<file path="src/rtl/tlc_pkg.sv">
// Shared definitions for the clock edge monitor.
//   CNT_W           : width of the period counter and PERIOD output
//   TIMEOUT_DEFAULT : default loss-of-clock timeout in MCLK cycles
//   tlc_state_e     : monitor FSM states
package tlc_pkg;

    localparam int unsigned CNT_W = 28;

    localparam logic [CNT_W-1:0] TIMEOUT_DEFAULT = 28'd130000000;

    typedef enum logic [1:0] {
        IDLE   = 2'd0,
        ARMED  = 2'd1,
        LOCKED = 2'd2,
        LOST   = 2'd3
    } tlc_state_e;

endpackage

</file>
<file path="src/rtl/clk_edge_monitor_if.sv">
// Monitored-clock bundle: the slow clock going in and the measurement results coming out.
//   CLOCK_IN     : slow clock under observation (may be asynchronous to MCLK)
//   TICK_RISE    : one-cycle pulse per accepted rising edge
//   TICK_FALL    : one-cycle pulse per accepted falling edge
//   PERIOD       : MCLK cycles between the last two accepted rising edges
//   PERIOD_VALID : PERIOD holds a complete measurement
//   CLK_LOST     : monitored clock has timed out
// master drives CLOCK_IN and observes results; slave is the monitor itself.
interface clk_edge_monitor_if;

    logic                       CLOCK_IN;
    logic                       TICK_RISE;
    logic                       TICK_FALL;
    logic [tlc_pkg::CNT_W-1:0]  PERIOD;
    logic                       PERIOD_VALID;
    logic                       CLK_LOST;

    modport master (
        output CLOCK_IN,
        input  TICK_RISE,
        input  TICK_FALL,
        input  PERIOD,
        input  PERIOD_VALID,
        input  CLK_LOST
    );

    modport slave (
        input  CLOCK_IN,
        output TICK_RISE,
        output TICK_FALL,
        output PERIOD,
        output PERIOD_VALID,
        output CLK_LOST
    );

endinterface

</file>
<file path="src/rtl/sync_ff.sv">
// Multi-flop synchronizer bringing an asynchronous level into the clk domain.
//   clk, rst_n : clock and asynchronous active-low reset (chain clears to 0)
//   d_i        : asynchronous input level
//   q_o        : synchronized level, SYNC_STAGES cycles behind d_i
module sync_ff #(
    parameter int unsigned SYNC_STAGES = 2
) (
    input  logic clk,
    input  logic rst_n,
    input  logic d_i,
    output logic q_o
);

    logic [SYNC_STAGES-1:0] sync_q;
    logic [SYNC_STAGES-1:0] sync_d;

    // Shift the new sample in at bit 0; the oldest sample leaves at the top.
    assign sync_d = {sync_q[SYNC_STAGES-2:0], d_i};

    always_ff @(posedge clk or negedge rst_n) begin
        if (!rst_n) begin
            sync_q <= '0;
        end else begin
            sync_q <= sync_d;
        end
    end

    assign q_o = sync_q[SYNC_STAGES-1];

endmodule

</file>
<file path="src/rtl/clk_edge_monitor.sv">
// Clock edge monitor: synchronizes a slow clock, emits rise/fall ticks, measures
// the rising-edge period in MCLK cycles and flags loss of clock after TIMEOUT cycles.
//   MCLK, RESET_N : system clock and asynchronous active-low reset
//   mon (slave)   : CLOCK_IN in; TICK_RISE, TICK_FALL, PERIOD, PERIOD_VALID, CLK_LOST out
// Build option: define CLK_MON_GLITCH_FILTER_EN to require FILT_LEN consecutive equal
// synchronized samples before a level change is accepted.
module clk_edge_monitor
    import tlc_pkg::*;
#(
    parameter int unsigned      SYNC_STAGES = 2,
    parameter logic [CNT_W-1:0] TIMEOUT     = TIMEOUT_DEFAULT,
    parameter int unsigned      FILT_LEN    = 4
) (
    input  logic              MCLK,
    input  logic              RESET_N,
    clk_edge_monitor_if.slave mon
);

    if (SYNC_STAGES < 2 || SYNC_STAGES > 4 || FILT_LEN < 1) begin : g_bad_param
        $error("clk_edge_monitor: SYNC_STAGES must be 2..4 and FILT_LEN at least 1");
    end

    logic             sync_lvl;
    logic             rise_c;
    logic             fall_c;
    logic             rise_q;
    logic             fall_q;

    tlc_state_e       state_q, state_d;
    logic [CNT_W-1:0] cnt_q, cnt_d;
    logic [CNT_W-1:0] period_q, period_d;
    logic             valid_q, valid_d;
    logic             lost_q, lost_d;
    logic             tick_rise_q, tick_rise_d;
    logic             tick_fall_q, tick_fall_d;

    sync_ff #(
        .SYNC_STAGES (SYNC_STAGES)
    ) u_sync (
        .clk   (MCLK),
        .rst_n (RESET_N),
        .d_i   (mon.CLOCK_IN),
        .q_o   (sync_lvl)
    );

`ifdef CLK_MON_GLITCH_FILTER_EN
    localparam int unsigned FILT_W = (FILT_LEN > 1) ? $clog2(FILT_LEN) : 1;

    logic              lvl_q, lvl_d;
    logic [FILT_W-1:0] fcnt_q, fcnt_d;

    // lvl_q is the accepted level and doubles as the edge-detect history;
    // any sample matching it restarts the run of differing samples.
    always_comb begin
        lvl_d  = lvl_q;
        fcnt_d = '0;
        rise_c = 1'b0;
        fall_c = 1'b0;
        if (sync_lvl != lvl_q) begin
            if (fcnt_q == FILT_W'(FILT_LEN - 1)) begin
                lvl_d  = sync_lvl;
                rise_c = sync_lvl;
                fall_c = ~sync_lvl;
            end else begin
                fcnt_d = fcnt_q + FILT_W'(1);
            end
        end
    end

    always_ff @(posedge MCLK or negedge RESET_N) begin
        if (!RESET_N) begin
            lvl_q  <= 1'b0;
            fcnt_q <= '0;
        end else begin
            lvl_q  <= lvl_d;
            fcnt_q <= fcnt_d;
        end
    end
`else
    logic hist_q;

    // Every synchronized transition is an accepted edge.
    assign rise_c = sync_lvl & ~hist_q;
    assign fall_c = ~sync_lvl & hist_q;

    always_ff @(posedge MCLK or negedge RESET_N) begin
        if (!RESET_N) begin
            hist_q <= 1'b0;
        end else begin
            hist_q <= sync_lvl;
        end
    end
`endif

    // Accepted-edge stage feeding both the tick outputs and the FSM.
    always_ff @(posedge MCLK or negedge RESET_N) begin
        if (!RESET_N) begin
            rise_q <= 1'b0;
            fall_q <= 1'b0;
        end else begin
            rise_q <= rise_c;
            fall_q <= fall_c;
        end
    end

    // Monitor state and measurement registers.
    always_ff @(posedge MCLK or negedge RESET_N) begin
        if (!RESET_N) begin
            state_q     <= IDLE;
            cnt_q       <= '0;
            period_q    <= '0;
            valid_q     <= 1'b0;
            lost_q      <= 1'b0;
            tick_rise_q <= 1'b0;
            tick_fall_q <= 1'b0;
        end else begin
            state_q     <= state_d;
            cnt_q       <= cnt_d;
            period_q    <= period_d;
            valid_q     <= valid_d;
            lost_q      <= lost_d;
            tick_rise_q <= tick_rise_d;
            tick_fall_q <= tick_fall_d;
        end
    end

    // Next state: a rise wins over a simultaneous timeout; falls only tick.
    always_comb begin
        state_d     = state_q;
        cnt_d       = (&cnt_q) ? cnt_q : cnt_q + CNT_W'(1);
        period_d    = period_q;
        valid_d     = valid_q;
        tick_rise_d = rise_q;
        tick_fall_d = fall_q;

        if (rise_q) begin
            cnt_d = CNT_W'(1);
        end

        case (state_q)
            IDLE: begin
                if (rise_q) begin
                    state_d = ARMED;
                end
            end
            ARMED, LOCKED: begin
                if (rise_q) begin
                    period_d = cnt_q;
                    valid_d  = 1'b1;
                    state_d  = LOCKED;
                end else if (cnt_q >= TIMEOUT) begin
                    valid_d  = 1'b0;
                    state_d  = LOST;
                end
            end
            LOST: begin
                if (rise_q) begin
                    state_d = ARMED;
                end
            end
            default: begin
                state_d = IDLE;
            end
        endcase

        lost_d = (state_d == LOST);
    end

    assign mon.TICK_RISE    = tick_rise_q;
    assign mon.TICK_FALL    = tick_fall_q;
    assign mon.PERIOD       = period_q;
    assign mon.PERIOD_VALID = valid_q;
    assign mon.CLK_LOST     = lost_q;

endmodule
</file>
<file path="src/flat_wrapper.sv">
// flat-port wrapper written by rule: the top's interface ports become plain ports
module clk_edge_monitor_flat import tlc_pkg::*;
#(
    parameter int unsigned      SYNC_STAGES = 2,
    parameter logic [CNT_W-1:0] TIMEOUT     = TIMEOUT_DEFAULT,
    parameter int unsigned      FILT_LEN    = 4
)
  (MCLK, RESET_N, mon_CLOCK_IN, mon_TICK_RISE, mon_TICK_FALL, mon_PERIOD, mon_PERIOD_VALID, mon_CLK_LOST);
  clk_edge_monitor_if mon_i ();
  input  logic MCLK;
  input  logic RESET_N;
  input wire logic [$bits(mon_i.CLOCK_IN)-1:0] mon_CLOCK_IN;
  output wire logic [$bits(mon_i.TICK_RISE)-1:0] mon_TICK_RISE;
  output wire logic [$bits(mon_i.TICK_FALL)-1:0] mon_TICK_FALL;
  output wire logic [$bits(mon_i.PERIOD)-1:0] mon_PERIOD;
  output wire logic [$bits(mon_i.PERIOD_VALID)-1:0] mon_PERIOD_VALID;
  output wire logic [$bits(mon_i.CLK_LOST)-1:0] mon_CLK_LOST;
  assign mon_i.CLOCK_IN = mon_CLOCK_IN;
  assign mon_TICK_RISE = mon_i.TICK_RISE;
  assign mon_TICK_FALL = mon_i.TICK_FALL;
  assign mon_PERIOD = mon_i.PERIOD;
  assign mon_PERIOD_VALID = mon_i.PERIOD_VALID;
  assign mon_CLK_LOST = mon_i.CLK_LOST;
  clk_edge_monitor #(.SYNC_STAGES(SYNC_STAGES), .TIMEOUT(TIMEOUT), .FILT_LEN(FILT_LEN)) u_core (.MCLK(MCLK), .RESET_N(RESET_N), .mon(mon_i));
endmodule
</file>
<file path="config.mk">
export PLATFORM = sky130hd
export DESIGN_NAME = clk_edge_monitor_flat
export DESIGN_NICKNAME = d
export VERILOG_FILES = /design/src/rtl/tlc_pkg.sv /design/src/rtl/clk_edge_monitor_if.sv /design/src/rtl/sync_ff.sv /design/src/rtl/clk_edge_monitor.sv /design/src/flat_wrapper.sv
export SDC_FILE = /design/constraint.sdc
export NUM_CORES = 1
export LEC_CHECK = 0
export ABC_AREA = 1
export CAP_MARGIN = 15
export CORE_MARGIN = 8
export CORE_UTILIZATION = 50
export DETAILED_ROUTE_END_ITERATION = 8
export GPL_TIMING_DRIVEN = 1
export HOLD_SLACK_MARGIN = 0.1
export PLACE_DENSITY = 0.76
export SLEW_MARGIN = 5
export SYNTH_ARGS = -nofsm -noshare
export SYNTH_HDL_FRONTEND = slang
export SYNTH_SLANG_ARGS = --single-unit
</file>
<file path="constraint.sdc">
create_clock -name MCLK -period 3.8 [get_ports MCLK]
set_input_delay 0.76 -clock MCLK [delete_from_list [all_inputs] [get_ports MCLK]]
set_output_delay 0.76 -clock MCLK [all_outputs]
set_load 0.03 [all_outputs]
</file>
==> results.json <==
{
  "antenna_left": 0,
  "fin_total_pwr_uw": 1790,
  "r2r_end": "u_core.cnt_q[0]$_DFFE_PN0P_",
  "cts_resized": 0,
  "first_iter_violations": 246,
  "syn2layout_area_growth_pct": 19.4,
  "netlist_instances": 407,
  "power_density_nw_per_um2": 467,
  "startpoint_type": "register",
  "worstMarginPinSlew_ns": 0.870,
  "p_seq_share_pct": 45.6,
  "vias": 2725,
  "critPathMaxFanout": 24,
  "fin_skew_ns": 0.00895,
  "dr.pass1.iters": 5,
  "status": "finished, final reports clean",
  "drive_above_1_share_pct": 7.35,
  "layoutNonFillerInstCount": 526,
  "postCtsSetupBuffers": 0,
  "placed_cells": 510,
  "final_common_cell": "nand2_1",
  "relSlewSlack_pct": 42.0,
  "remaining_drc_errors": 0,
  "reg2reg_slack_ns": 1.55,
  "max_freq_ghz": 0.445,
  "grt_first_pass_wirelength_um": 13400,
  "grt_max_degree": 36,
  "htreeDepth": 3,
  "ys_seq_area_share_pct": 52.2,
  "maxCapViolCount": 0,
  "power.switching_uw": 547,
  "clock_latency_ns": 0.35,
  "p_leak_uw": 0.00181,
  "min_path_type": "reg -> reg",
  "cpPeakStageDelay_ns": 0.71,
  "die_h_um": 96.1,
  "cts_buffers": 9,
  "end_kind": "register",
  "grt_overflow": 0,
  "num_io_pins": 35,
  "cts_root_buf": "clkbuf_8",
  "fin_nets": 449,
  "cp.required_ns": 4.04,
  "ir_drop_uv": 379,
  "synth_cell_types": 25,
  "synth_area_per_cell_um2": 7.89,
  "initial_core_util_pct": 51.1,
  "place_congestion": 0.950,
  "grt_pass1_vias": 2643,
  "min_period_over_period_pct": 59.2,
  "worst_ep_arrival_time_ns": 2.49,
  "synth_nets": 412,
  "r2r-start": "u_core.rise_q$_DFF_PN0_",
  "rsz0062_at_grt": "false",
  "path_class": "reg -> reg",
  "path_clk_slew_ns": 0.08,
  "grt_use_total_pct": 19.3,
  "viasPerCell": 5.18,
  "p_sw_share_pct": 30.5,
  "insertedDiodeCount": 0,
  "final.min_clock_period_ns": 2.25,
  "finalSetupViolCount": 0,
  "mostFrequentLayoutCells": "nand2_1, dfrtp_1, inv_1",
  "core-area_um2": 6280,
  "intPower_uw": 1240,
  "portBuffers": 34,
  "cts.sinks": 67,
  "tns_ns": 0,
  "cp_slowest_cell": "inv_1",
  "r2r_cells": 5,
  "die_area_um2": 9240,
  "antenna_found_initial": 0,
  "comb_power_share_pct": 17.0,
  "wl_per_cell_um": 15.6,
  "cts_tree": "done",
  "holdBufCountCts": 0,
  "die_x_um": 96.1,
  "syn-cell-area_um2": 3210,
  "routed_wl_um": 8220,
  "dp_hpwl_um": 6140,
  "cts_buffer_depth": 2,
  "synth-warning-count": 0,
  "fin_hold_ws_ns": 0.354,
  "hold_violations": 0,
  "crit_path_end": "u_core.cnt_q[0]$_DFFE_PN0P_",
  "rows": 29,
  "power.clock.fraction_pct": 37.4,
  "slew_viol_final": 0,
  "crit_chain": "inv_1 -> nand4_2 -> buf_4 -> o21ai_0 -> o21ai_1",
  "crit_start": "u_core.rise_q$_DFF_PN0_",
  "ys_ff_latch": 67
}
-- flip-flops by register name, summed over array words and instances (netlist names) --
register / flops
u_core.mon.TICK_RISE: 1
u_core.fall_q: 1
u_core.mon.PERIOD: 28
u_core.state_q: 2
u_core.hist_q: 1
u_core.mon.CLK_LOST: 1
u_core.cnt_q: 28
u_core.mon.PERIOD_VALID: 1
u_core.mon.TICK_FALL: 1
u_core.rise_q: 1
u_core.u_sync.sync_q: 2
-- metrics by stage --
stage	area [um2]	utilization, %	setup WS (ns)
after global placement	3610	57.5	1.66
final	3830	61.1	1.55
after CTS	3830	61.1	1.55
after floorplan	3210	-	2.23
after global routing	3830	61.1	1.39
after detailed placement	3610	57.5	1.58
-- synthesized netlist by cell type (all sizes together) --
cell type | count | share of area [%]
o31ai | 4 | 0.94
clkbuf | 4 | 0.47
inv | 43 | 5.0
dfrtp | 67 | 52
xor2 | 1 | 0.27
buf | 8 | 1.5
nor2 | 36 | 4.7
or2 | 2 | 0.39
nand3 | 41 | 6.7
nand4 | 8 | 1.8
nand2 | 133 | 16
nor3 | 18 | 3.3
a21oi | 2 | 0.31
o21ai | 38 | 5.9
ha | 2 | 0.78
-- worst max-delay path: cells and delay by family (launching register included) --
kind                   cells  cell delay [ns]
AOI/OAI and AO/OA          2             0.17
buffers and inverters      2             1.04
and+or+nand+nor            1             0.39
DFF                        1             0.53
-- logic make-up after synthesis --
logic type               count (synthesis)  synth area share (%)
adder cells (fa/ha/maj)                  2                 0.780
XOR/XNOR                                 1                 0.273
buffers and inverters                   55                  6.98
AND/OR/NAND/NOR                        238                  32.6
flip-flops                              67                  52.2
AO/OA/AOI/OAI                           44                  7.17
-- per-layer routing --
| layer | track usage [%] | vias to the layer above | routed length (um) |
|---|---|---|---|
| li1 | - | 1376 | - |
| met1 | 25.4 | 1257 | 3900 |
| met2 | 29.7 | 74 | 3730 |
| met3 | 3.74 | 18 | 384 |
| met4 | 9.60 | 0 | 211 |
| met5 | 0 | - | 0 |
-- power groups by stage --
stage | Combinational (uW) | Clock [uW] | Sequential (uW)
after floorplan | 146 | 0 | 877
after global placement | 307 | 0 | 826
after detailed placement | 310 | 0 | 829
after CTS | 310 | 680 | 816
after global routing | 341 | 706 | 825
final | 304 | 671 | 816
-- final cells by class --
| type | count | area [um2] |
|---|---|---|
| Inverter | 43 | 161 |
| Clock inverter | 7 | 100 |
| Timing Repair Buffer | 38 | 365 |
| Clock buffer | 9 | 124 |
| Tap cell | 77 | 96.3 |
| Fill cell | 576 | 2440 |
| Sequential cell | 67 | 1680 |
| Multi-Input combinational cell | 285 | 1310 |
-- worst min-delay path by stage --
stage               cells past startpoint                             end               startpoint  slack, ns
finish                                  0  u_core.mon.TICK_FALL$_DFF_PN0_  u_core.fall_q$_DFF_PN0_       0.35
global route                            0  u_core.mon.TICK_FALL$_DFF_PN0_  u_core.fall_q$_DFF_PN0_       0.36
CTS                                     0  u_core.mon.TICK_FALL$_DFF_PN0_  u_core.fall_q$_DFF_PN0_       0.36
detailed placement                      0  u_core.mon.TICK_FALL$_DFF_PN0_  u_core.fall_q$_DFF_PN0_       0.34
global placement                        0  u_core.mon.TICK_FALL$_DFF_PN0_  u_core.fall_q$_DFF_PN0_       0.33
floorplan                               0  u_core.mon.TICK_FALL$_DFF_PN0_  u_core.fall_q$_DFF_PN0_       0.33
Power figures use the tool's default switching activity.
